===== src/rtl/eth_baser_pkg.sv =====
// Shared 10GBASE-R definitions: sync headers, block types, XGMII characters,
// 7-bit control codes and the receive frame-state enum.
package eth_baser_pkg;

  localparam logic [1:0] SYNC_DATA = 2'b01;
  localparam logic [1:0] SYNC_CTRL = 2'b10;

  localparam logic [7:0] BT_CTRL  = 8'h1E;
  localparam logic [7:0] BT_S0    = 8'h78;
  localparam logic [7:0] BT_C_S4  = 8'h33;
  localparam logic [7:0] BT_OS_S4 = 8'h66;
  localparam logic [7:0] BT_OS_OS = 8'h55;
  localparam logic [7:0] BT_OS_C  = 8'h4B;
  localparam logic [7:0] BT_T0    = 8'h87;
  localparam logic [7:0] BT_T1    = 8'h99;
  localparam logic [7:0] BT_T2    = 8'hAA;
  localparam logic [7:0] BT_T3    = 8'hB4;
  localparam logic [7:0] BT_T4    = 8'hCC;
  localparam logic [7:0] BT_T5    = 8'hD2;
  localparam logic [7:0] BT_T6    = 8'hE1;
  localparam logic [7:0] BT_T7    = 8'hFF;

  localparam logic [7:0] XG_IDLE  = 8'h07;
  localparam logic [7:0] XG_START = 8'hFB;
  localparam logic [7:0] XG_TERM  = 8'hFD;
  localparam logic [7:0] XG_ERROR = 8'hFE;
  localparam logic [7:0] XG_SEQ   = 8'h9C;

  localparam logic [6:0] CC_IDLE  = 7'h00;
  localparam logic [6:0] CC_ERROR = 7'h1E;

  typedef enum logic {
    ST_IDLE     = 1'b0,
    ST_IN_FRAME = 1'b1
  } frame_state_t;

  // Returns {is_terminate, terminate_lane} for a control block type.
  function automatic logic [3:0] term_lane(input logic [7:0] block_type);
    logic [3:0] res;
    case (block_type)
      BT_T0:   res = 4'b1_000;
      BT_T1:   res = 4'b1_001;
      BT_T2:   res = 4'b1_010;
      BT_T3:   res = 4'b1_011;
      BT_T4:   res = 4'b1_100;
      BT_T5:   res = 4'b1_101;
      BT_T6:   res = 4'b1_110;
      BT_T7:   res = 4'b1_111;
      default: res = 4'b0_000;
    endcase
    return res;
  endfunction

endpackage


===== src/rtl/xgmii_baser_ctrl_lane_dec.sv =====
// Single-lane 7-bit 64b/66b control code to XGMII octet decoder.
module xgmii_baser_ctrl_lane_dec
  import eth_baser_pkg::*;
(
  input  logic [6:0] i_code,
  output logic [7:0] o_octet,
  output logic       o_illegal
);

  always_comb begin
    o_octet   = XG_ERROR;
    o_illegal = 1'b1;
    case (i_code)
      CC_IDLE: begin
        o_octet   = XG_IDLE;
        o_illegal = 1'b0;
      end
      CC_ERROR: begin
        o_octet   = XG_ERROR;
        o_illegal = 1'b0;
      end
      default: ;
    endcase
  end

endmodule


===== src/rtl/xgmii_baser_dec_64.sv =====
// 64b/66b block to 64-bit XGMII decoder, one block per clock, 1-cycle latency.
// Define XGMII_BASER_DEC_SEQ_CHECK_EN to enable frame-ordering checks.
module xgmii_baser_dec_64
  import eth_baser_pkg::*;
#(
  parameter int DATA_WIDTH = 64,
  parameter int CTRL_WIDTH = DATA_WIDTH / 8,
  parameter int HDR_WIDTH  = 2
)
(
  input  logic                  clk,
  input  logic                  rst,
  input  logic [DATA_WIDTH-1:0] encoded_rx_data,
  input  logic [HDR_WIDTH-1:0]  encoded_rx_hdr,
  output logic [DATA_WIDTH-1:0] xgmii_rxd,
  output logic [CTRL_WIDTH-1:0] xgmii_rxc,
  output logic                  rx_bad_block,
  output logic                  rx_sequence_error
);

  localparam logic [63:0] ERR_BLOCK  = {8{XG_ERROR}};
  localparam logic [63:0] IDLE_BLOCK = {8{XG_IDLE}};

  logic [7:0]  w_block_type;
  logic [63:0] w_payload;
  logic [7:0]  w_lane_octet [8];
  logic [7:0]  w_lane_illegal;
  logic [63:0] w_ctrl_rxd;
  logic [3:0]  w_term;
  logic [63:0] w_rxd;
  logic [7:0]  w_rxc;
  logic        w_bad;
  logic        w_seq_err;

  logic [DATA_WIDTH-1:0] r_rxd;
  logic [CTRL_WIDTH-1:0] r_rxc;
  logic                  r_bad;
  logic                  r_seq_err;

  assign w_block_type = encoded_rx_data[7:0];
  // Payload octet k of a terminate block sits in byte k+1 of the block.
  assign w_payload    = {8'h00, encoded_rx_data[63:8]};
  assign w_term       = term_lane(w_block_type);

  // Every block type places lane i's 7-bit code at bit 8+7*i.
  for (genvar g = 0; g < 8; g++) begin : g_lane
    xgmii_baser_ctrl_lane_dec u_lane_dec (
      .i_code    (encoded_rx_data[8+7*g +: 7]),
      .o_octet   (w_lane_octet[g]),
      .o_illegal (w_lane_illegal[g])
    );
    assign w_ctrl_rxd[8*g +: 8] = w_lane_octet[g];
  end

  always_comb begin
    w_rxd = ERR_BLOCK;
    w_rxc = 8'hFF;
    w_bad = 1'b0;
    if (encoded_rx_hdr == SYNC_DATA) begin
      w_rxd = encoded_rx_data;
      w_rxc = 8'h00;
    end else if (encoded_rx_hdr == SYNC_CTRL) begin
      case (w_block_type)
        BT_CTRL: begin
          if (|w_lane_illegal) begin
            w_bad = 1'b1;
          end else begin
            w_rxd = w_ctrl_rxd;
            w_rxc = 8'hFF;
          end
        end
        BT_S0: begin
          w_rxd = {encoded_rx_data[63:8], XG_START};
          w_rxc = 8'h01;
        end
        BT_C_S4: begin
          if (|w_lane_illegal[3:0]) begin
            w_bad = 1'b1;
          end else begin
            w_rxd = {encoded_rx_data[63:40], XG_START, w_ctrl_rxd[31:0]};
            w_rxc = 8'h1F;
          end
        end
        BT_OS_S4: begin
          w_rxd = {encoded_rx_data[63:40], XG_START, encoded_rx_data[31:8], XG_SEQ};
          w_rxc = 8'h11;
        end
        BT_OS_OS: begin
          w_rxd = {encoded_rx_data[63:40], XG_SEQ, encoded_rx_data[31:8], XG_SEQ};
          w_rxc = 8'h11;
        end
        BT_OS_C: begin
          if (|w_lane_illegal[7:4]) begin
            w_bad = 1'b1;
          end else begin
            w_rxd = {w_ctrl_rxd[63:32], encoded_rx_data[31:8], XG_SEQ};
            w_rxc = 8'hF1;
          end
        end
        default: begin
          if (w_term[3]) begin
            for (int k = 0; k < 8; k++) begin
              if (3'(k) < w_term[2:0]) begin
                w_rxd[8*k +: 8] = w_payload[8*k +: 8];
                w_rxc[k]        = 1'b0;
              end else if (3'(k) == w_term[2:0]) begin
                w_rxd[8*k +: 8] = XG_TERM;
                w_rxc[k]        = 1'b1;
              end else begin
                w_rxd[8*k +: 8] = XG_IDLE;
                w_rxc[k]        = 1'b1;
              end
            end
          end else begin
            w_bad = 1'b1;
          end
        end
      endcase
    end else begin
      w_bad = 1'b1;
    end
  end

`ifdef XGMII_BASER_DEC_SEQ_CHECK_EN
  frame_state_t r_state;
  frame_state_t w_state_nxt;
  logic         w_is_data;
  logic         w_is_start;
  logic         w_is_term;

  assign w_is_data  = (encoded_rx_hdr == SYNC_DATA);
  assign w_is_start = (encoded_rx_hdr == SYNC_CTRL) &&
                      ((w_block_type == BT_S0) || (w_block_type == BT_C_S4) ||
                       (w_block_type == BT_OS_S4));
  assign w_is_term  = (encoded_rx_hdr == SYNC_CTRL) && w_term[3];

  // Bad blocks win; what remains is all-control or ordered-set blocks.
  always_comb begin
    w_seq_err   = 1'b0;
    w_state_nxt = r_state;
    if (w_bad) begin
      w_state_nxt = ST_IDLE;
    end else if (w_is_data) begin
      w_seq_err = (r_state == ST_IDLE);
    end else if (w_is_start) begin
      w_seq_err   = (r_state == ST_IN_FRAME);
      w_state_nxt = ST_IN_FRAME;
    end else if (w_is_term) begin
      w_seq_err   = (r_state == ST_IDLE);
      w_state_nxt = ST_IDLE;
    end else begin
      w_seq_err   = (r_state == ST_IN_FRAME);
      w_state_nxt = ST_IDLE;
    end
  end

  always_ff @(posedge clk or posedge rst) begin
    if (rst) begin
      r_state <= ST_IDLE;
    end else begin
      r_state <= w_state_nxt;
    end
  end
`else
  assign w_seq_err = 1'b0;
`endif

  always_ff @(posedge clk or posedge rst) begin
    if (rst) begin
      r_rxd     <= IDLE_BLOCK;
      r_rxc     <= 8'hFF;
      r_bad     <= 1'b0;
      r_seq_err <= 1'b0;
    end else begin
      r_rxd     <= w_seq_err ? ERR_BLOCK : w_rxd;
      r_rxc     <= w_seq_err ? 8'hFF : w_rxc;
      r_bad     <= w_bad;
      r_seq_err <= w_seq_err;
    end
  end

  assign xgmii_rxd         = r_rxd;
  assign xgmii_rxc         = r_rxc;
  assign rx_bad_block      = r_bad;
  assign rx_sequence_error = r_seq_err;

endmodule


===== config.mk =====
export PLATFORM = sky130hd
export DESIGN_NAME = xgmii_baser_dec_64
export DESIGN_NICKNAME = d
export VERILOG_FILES = /design/src/rtl/eth_baser_pkg.sv /design/src/rtl/xgmii_baser_ctrl_lane_dec.sv /design/src/rtl/xgmii_baser_dec_64.sv
export SDC_FILE = /design/constraint.sdc
export NUM_CORES = 1
export LEC_CHECK = 0
export CAP_MARGIN = 40
export CORE_ASPECT_RATIO = 0.7
export CORE_MARGIN = 3
export CORE_UTILIZATION = 51
export DETAILED_ROUTE_END_ITERATION = 16
export PLACE_DENSITY_LB_ADDON = 0.2
export SLEW_MARGIN = 10
export SYNTH_ARGS = -nofsm -noshare
export SYNTH_HDL_FRONTEND = slang
export SYNTH_SLANG_ARGS = --single-unit

===== constraint.sdc =====
create_clock -name clk -period 4.9 [get_ports clk]
set_input_delay 1.225 -clock clk [delete_from_list [all_inputs] [get_ports clk]]
set_output_delay 1.225 -clock clk [all_outputs]
set_load 0.005 [all_outputs]

==> results of run 1 <==
-- synth_stat cells (3+ instances only) --
library cell / n / area share [%]
buf_2: 7 / 0.78
o21a_1: 3 / 0.50
o21ai_0: 22 / 2.4
o21ai_1: 3 / 0.33
nor3_1: 8 / 0.89
and2_1: 6 / 0.83
nor4_1: 3 / 0.42
or4_2: 4 / 0.78
a211oi_1: 6 / 1.0
and4bb_2: 10 / 2.8
and3_1: 8 / 1.1
clkbuf_1: 17 / 1.4
a31oi_1: 9 / 1.2
nor2b_1: 8 / 1.1
o31ai_1: 7 / 1.2
o22a_1: 8 / 1.6
a221oi_1: 9 / 1.7
or3_2: 4 / 0.66
dfrtp_1: 41 / 23
o211a_1: 4 / 0.89
inv_1: 8 / 0.66
nand2b_1: 5 / 0.69
dfstp_2: 32 / 19
nand4_1: 19 / 2.6
or4_1: 3 / 0.50
a22o_1: 7 / 1.4
a22oi_1: 3 / 0.50
o22ai_1: 4 / 0.55
o211ai_1: 6 / 1.0
a22oi_2: 3 / 0.83
nor2_1: 71 / 5.9
nand3_1: 24 / 2.7
o221ai_1: 3 / 0.58
a21oi_1: 30 / 3.3
a21o_1: 12 / 2.0
nand2_1: 72 / 6.0
-- cell families after synthesis --
| logic type | Yosys count | synth area share, % |
|---|---|---|
| AND/OR/NAND/NOR | 264 | 31.3 |
| buffers and inverters | 37 | 3.74 |
| other | 1 | 0.0830 |
| flip-flops | 73 | 41.3 |
| AO/OA/AOI/OAI | 150 | 23.5 |
-- layout make-up --
cell class,instances,area share (%)
repair buffers,150,23.3
flip-flops and latches,73,29.4
clock inverters,6,1.70
well taps,120,2.37
clock buffers,10,3.61
multi-input cells,415,39.1
inverters,8,0.473
-- flip-flops by register name, indices dropped and copies added (netlist names) --
| name | flops |
|---|---|
| xgmii_rxc | 8 |
| rx_bad_block | 1 |
| xgmii_rxd | 64 |
-- cell usage in the layout, fill, tap and decap left out, drive strengths merged, types with 3 or more instances in the layout --
cell type        n
clkdlybuf4s50  140
nand2           72
nor2            72
dfrtp           41
dfstp           32
a21oi           30
nand3           26
o21ai           25
nand4           19
a21o            12
and4bb          10
buf             10
a31oi           10
a221oi          10
clkbuf          10
nor3            10
o31ai            9
and3             8
nor2b            8
o22a             8
inv              8
or4              8
a22o             7
and2             6
a211oi           6
o211ai           6
or3              6
a22oi            6
nand2b           5
nor4             5
o22ai            4
o211a            4
o21a             3
o221ai           3
bufinv           3
-- power groups by stage --
stage | Clock, mW | Combinational, mW | Sequential, mW
2_1_floorplan | 0 | 0.0941 | 0.663
3_3_place_gp | 0 | 0.264 | 0.658
3_5_place_dp | 0 | 0.268 | 0.659
4_1_cts | 0.754 | 0.272 | 0.650
5_1_grt | 0.781 | 0.293 | 0.653
6_report | 0.749 | 0.276 | 0.650
-- path summary, 6_finish.rpt --
check                                 to  slack, ns  cells after the start
hold / removal             xgmii_rxd[51]       1.32                      2
min in group clk           xgmii_rxd[16]       1.50                      3
setup / recovery           xgmii_rxd[54]       0.90                      9
max in group asynchronous   xgmii_rxd[8]       2.61                      3
-- through the flow --
| step | hold WS (ns) | cell area (um2) | setup slack, ns |
|---|---|---|---|
| finish | 1.32 | 6340 | 0.898 |
| global route | 1.37 | 6340 | 0.744 |
| CTS | 1.36 | 6340 | 0.976 |
| detailed placement | 1.70 | 6010 | 0.643 |
| global placement | 1.68 | 6010 | 0.691 |
| floorplan | 1.32 | 4520 | 1.53 |
-- layer usage --
layer,routed length [um],vias up
met5,46,-
met4,195,2
met3,2280,20
met2,7160,422
met1,7290,2387
li1,-,2221
==> results.txt, run 1 <==
Status - completed
WS Path Type - input pin to register
Switching Power - 401 uW
Post-CTS Setup Bufs - 0
End-of-flow core utilization - 74.2%
Slowest cell on crit path - or4b_4
CTS H-tree lvls - 3
GR Util met1 - 50.9%
Crit path from - encoded_rx_data[5]
Dpl hpwl - 13.0 mm
Io pins - 142
WP data required - 5.12 ns
Number of diodes - 0
CP Data Arrival Time - 4.22 ns
Relative slew slack - 40.3%
Clk buf depth - 2
Mean area per synthesized cell - 8.61 um2
Vias in the first global route - 4552
CP bufs+invs - 2
Final setup violation count - 0
Die Ht - 84.8 um
Overall power - 1.67 mW
Max Fclk - 250 MHz
Wire per inst - 21.7 um
Critical path cell sequence - clkdlybuf4s50_1, and4bb_2, a22oi_2, and3_1, buf_4, a31o_1, or4b_4, a221oi_1, nor2_1
Max IR drop VDD - 222 uV
Min cycle time layout - 4.00 ns
Worst Path Max Fanout - 14
Remaining routing DRC violations - 0
Total wire length - 17.0 mm
Filler instances - 650
Placed cell count - 766
GRT Residual Overflow - 0
CTS sink count - 73
Clock power share - 44.7%
First-pass GRT wire length - 26.1 mm
Seq/Total Area, Yosys - 41.3%
Fin nets - 725
Routing usage on met3 - 10.2%
Synth warn - 0
Top cell family by delay on the critical path - simple AND/OR/NAND/NOR gates
Vias - 5052
Worst Tran Pin Value - 0.889 ns
Post-CTS sizing - 0
Die area - 10000 um2
Syn nets - 593
Area grow syn2layout - 40.4%
Top Usage Layer GRT - met1
Ys flop type - dfrtp_1
Clock slew at reported path FFs - 0.06 ns
Layout cells sized above 1 - 14.2%
TritonCTS clock tree - yes
Setup TNS - 0 ns
Period utilization - 81.7%
Max Cap Viol - 0
Largest net degree at the start of global routing - 41
LEAKAGE - 2.31 nW
Sw Ratio - 23.9%
Initial Util - 52.9%
Unrepaired setup endpoints after global routing - false
Die width - 118 um
Port Buffers - 140
Row count - 28
Pint - 1.27 mW
GR Util All Layers - 33.6%
Met2 Track Usage GR - 47.5%
Syn Inst Count - 525
Layout Cells excl Fill - 782
Endpoint type of the worst setup path - register
Async SR Flop Fraction - 100%
EDFF count, synth - 0
CTS buffer count - 9
Clk root buf - clkbuf_16
Startpoint Class - input pin
Mapped Area - 4520 um2
Total power divided by cell area - 264 nW/um2
Final Max Tran Viols - 0
Gate power share - 16.5%
Synth unique cells - 65
FF/Latch Area - 1870 um2
Antenna-violating nets left - 0
Number of antenna violations at the first check in global routing - 0
Placer congestion estimate - 0.966
Flop pwr share - 38.8%
Drt via density - 6.46
Synthesized flop and latch total - 73
Max stage delay on crit path - 0.63 ns
Hold-fix buffer count after cts - 0
Drt pass-1 iters - 6
Core area - 8550 um2
HP Class - input pin to asynchronous set/reset pin
Final Hold Fails - 0
1st-iter DRT viols - 708
Area of the multi-input gates - 2480 um2
Note: power is estimated with default switching activity, not from simulation.
==> inputs of run 2 (changes only) <==
--- a/config.mk
+++ b/config.mk
@@ -8,7 +8,7 @@
 export CAP_MARGIN = 40
 export CORE_ASPECT_RATIO = 0.7
 export CORE_MARGIN = 3
-export CORE_UTILIZATION = 51
+export CORE_UTILIZATION = 43
 export DETAILED_ROUTE_END_ITERATION = 16
 export PLACE_DENSITY_LB_ADDON = 0.2
 export SLEW_MARGIN = 10
==> constraint.sdc (replaced) <==
create_clock -name clk -period 3.5 [get_ports clk]
set_input_delay 0.875 -clock clk [delete_from_list [all_inputs] [get_ports clk]]
set_output_delay 0.875 -clock clk [all_outputs]
set_load 0.005 [all_outputs]
==> run 2 against run 1 <==
  * Combinational power up 63%
  * Core utilization shrank 3.1 points
  * Sequential share of layout area fell by 3.0 points
  * Sequential cell count stayed put
  * Critical path type unchanged
  * First-iteration DRC count down 3.0%
  * Global-route usage shrank 2.7 points
  * Hold slack worse by 0.34 ns
  * Power grew 41%
  * Die area up 17%
==> results.txt, run 2 (same netlist as run 1, synthesis figures left out) <==
WS Path Type - input pin to register
Dpl hpwl - 14.5 mm (+12%)
Initial Util - 45.4% (-7.4 points)
Wire per inst - 20.5 um (-5.3%)
Largest net degree at the start of global routing - 41 (unchanged)
Status - completed
Critical path cell sequence - clkdlybuf4s50_1, or4_2, a22oi_2, and3_1, buf_4, a31o_2, nand4_1, o31ai_1, nand2_1
Max reg flops - 64 (unchanged)
Port Buffers - 140 (unchanged)
Clk root buf - clkbuf_16
Total wire length - 18.2 mm (+7.1%)
Worst Path Max Fanout - 6 (-8)
Placer congestion estimate - 0.974 (+0.88%)
Period utilization - 97.9%
Clk buf depth - 2 (unchanged)
Relative slew slack - 50.9% (+11 points)
Die Ht - 91.8 um (+8.3%)
Remaining routing DRC violations - 0 (unchanged)
1st-iter DRT viols - 687 (-3.0%)
Antenna-violating nets left - 0 (unchanged)
WP data required - 3.70 ns (-1.42 ns)
Max IR drop VDD - 261 uV (+17%)
Final Max Tran Viols - 0 (unchanged)
CTS H-tree lvls - 3 (unchanged)
CP Data Arrival Time - 3.63 ns (-0.59 ns)
Number of diodes - 0 (unchanged)
Max stage delay on crit path - 0.72 ns (+0.09 ns)
Total power divided by cell area - 335 nW/um2 (+27%)
Number of antenna violations at the first check in global routing - 0 (unchanged)
Layout cells sized above 1 - 25.0% (+11 points)
Layout Cells excl Fill - 885 (+13%)
GRT Residual Overflow - 0 (unchanged)
TritonCTS clock tree - yes
Unrepaired setup endpoints after global routing - false
Row count - 30 (+7.1%)
Drt via density - 6.06 (-6.2%)
Placed cell count - 869 (+13%)
Die width - 129 um (+8.5%)
Core area - 9950 um2 (+16%)
Post-CTS Setup Bufs - 0 (unchanged)
Commonest non-fill, non-tap cell in the layout - clkdlybuf4s50_1
Overall power - 2.37 mW (+41%)
LEAKAGE - 2.77 nW (+20%)
Final setup violation count - 0 (unchanged)
Max Cap Viol - 0 (unchanged)
Final Hold Fails - 0 (unchanged)
Setup TNS - 0 ns (unchanged)
Area grow syn2layout - 56.5%
First-pass GRT wire length - 28.3 mm (+8.5%)
Filler instances - 728 (+12%)
Clock slew at reported path FFs - 0.06 ns (about the same)
Slowest cell on crit path - or4_2
Min cycle time layout - 3.43 ns
Startpoint Class - input pin
Hold WS - 0.982 ns (-0.337 ns)
Worst Tran Pin Value - 0.735 ns (-0.154 ns)
Endpoint type of the worst setup path - register
Drt pass-1 iters - 7 (+1)
Die area - 11800 um2 (+17%)
Fin nets - 820 (+13%)
Max Fclk - 292 MHz
Commonest non-fill, non-tap cells in the layout - clkdlybuf4s50_1, buf_4, nand2_1, nor2_1, dfrtp_1
CTS sink count - 73 (unchanged)
Vias - 5365 (+6.2%)
GR Util All Layers - 30.9% (-2.7 points)
CTS buffer count - 9 (unchanged)
Io pins - 142 (unchanged)
HP Class - input pin to asynchronous set/reset pin
Vias in the first global route - 5068 (+11%)
[run 2: cell count changes in the layout (fill, tap and decap cells not counted), sizes merged]
cell and delta:
clkinv -2, buf +95, bufinv -1, clkbuf +2
inv +1
[run 2: metrics by stage]
stage               cell area, um2  worst slack, ns  util (%)
finish                        7070           0.0731      71.1
global placement              6740           -0.177      67.8
detailed placement            6740           -0.214      67.8
floorplan                     4520            0.483         -
global route                  7070          0.00458      71.1
CTS                           7060            0.132      71.0
[run 2: final cells by class]
| class | count | area, um2 | area share [%] |
|---|---|---|---|
| sequential | 73 | 1870 | 26.4 |
| clock inverter | 4 | 76.3 | 1.08 |
| multi-input combinational | 415 | 2490 | 35.2 |
| timing repair buffer | 245 | 2200 | 31.2 |
| clock buffer | 12 | 246 | 3.49 |
| inverter | 8 | 30.0 | 0.425 |
| tap | 128 | 160 | 2.27 |
[run 2: timing repair]
item                                    in CTS  in global routing
hold buffers                                 0                  0
resized for setup                            0                  1
endpoints found under the setup margin       0                  1
[run 2: worst max-delay path by stage]
stage | from | endpoint | slack [ns] | depth (start not counted)
after detailed placement | encoded_rx_data[23] | xgmii_rxd[53] | -0.21 | 9
after global placement | encoded_rx_data[37] | xgmii_rxd[0] | -0.18 | 9
final | encoded_rx_data[39] | xgmii_rxd[39] | 0.07 | 9
after CTS | encoded_rx_data[23] | xgmii_rxd[53] | 0.13 | 9
after floorplan | encoded_rx_data[37] | xgmii_rxd[51] | 0.48 | 8
after global routing | encoded_rx_data[37] | xgmii_rxd[39] | 0.005 | 9
[run 2: critical path, delay by kind of cell]
kind	cells	cell delay [ns]
buffers and inverters	2	0.61
AOI/OAI and AO/OA	3	0.79
and+or+nand+nor	4	1.36
[run 2: routing by layer]
layer / track usage [%] / share of wire [%]
met1: 48.2 / 46
met2: 40.9 / 40
met3: 10.6 / 13
met4: 6.29 / 1.3
met5: 0 / 0
[run 2: report_power, final]
group	internal (mW)	leakage [nW]	switching [mW]
Sequential	0.898	0.730	0.0116
Clock	0.647	0.153	0.360
Combinational	0.243	1.88	0.209
Total	1.79	2.77	0.580
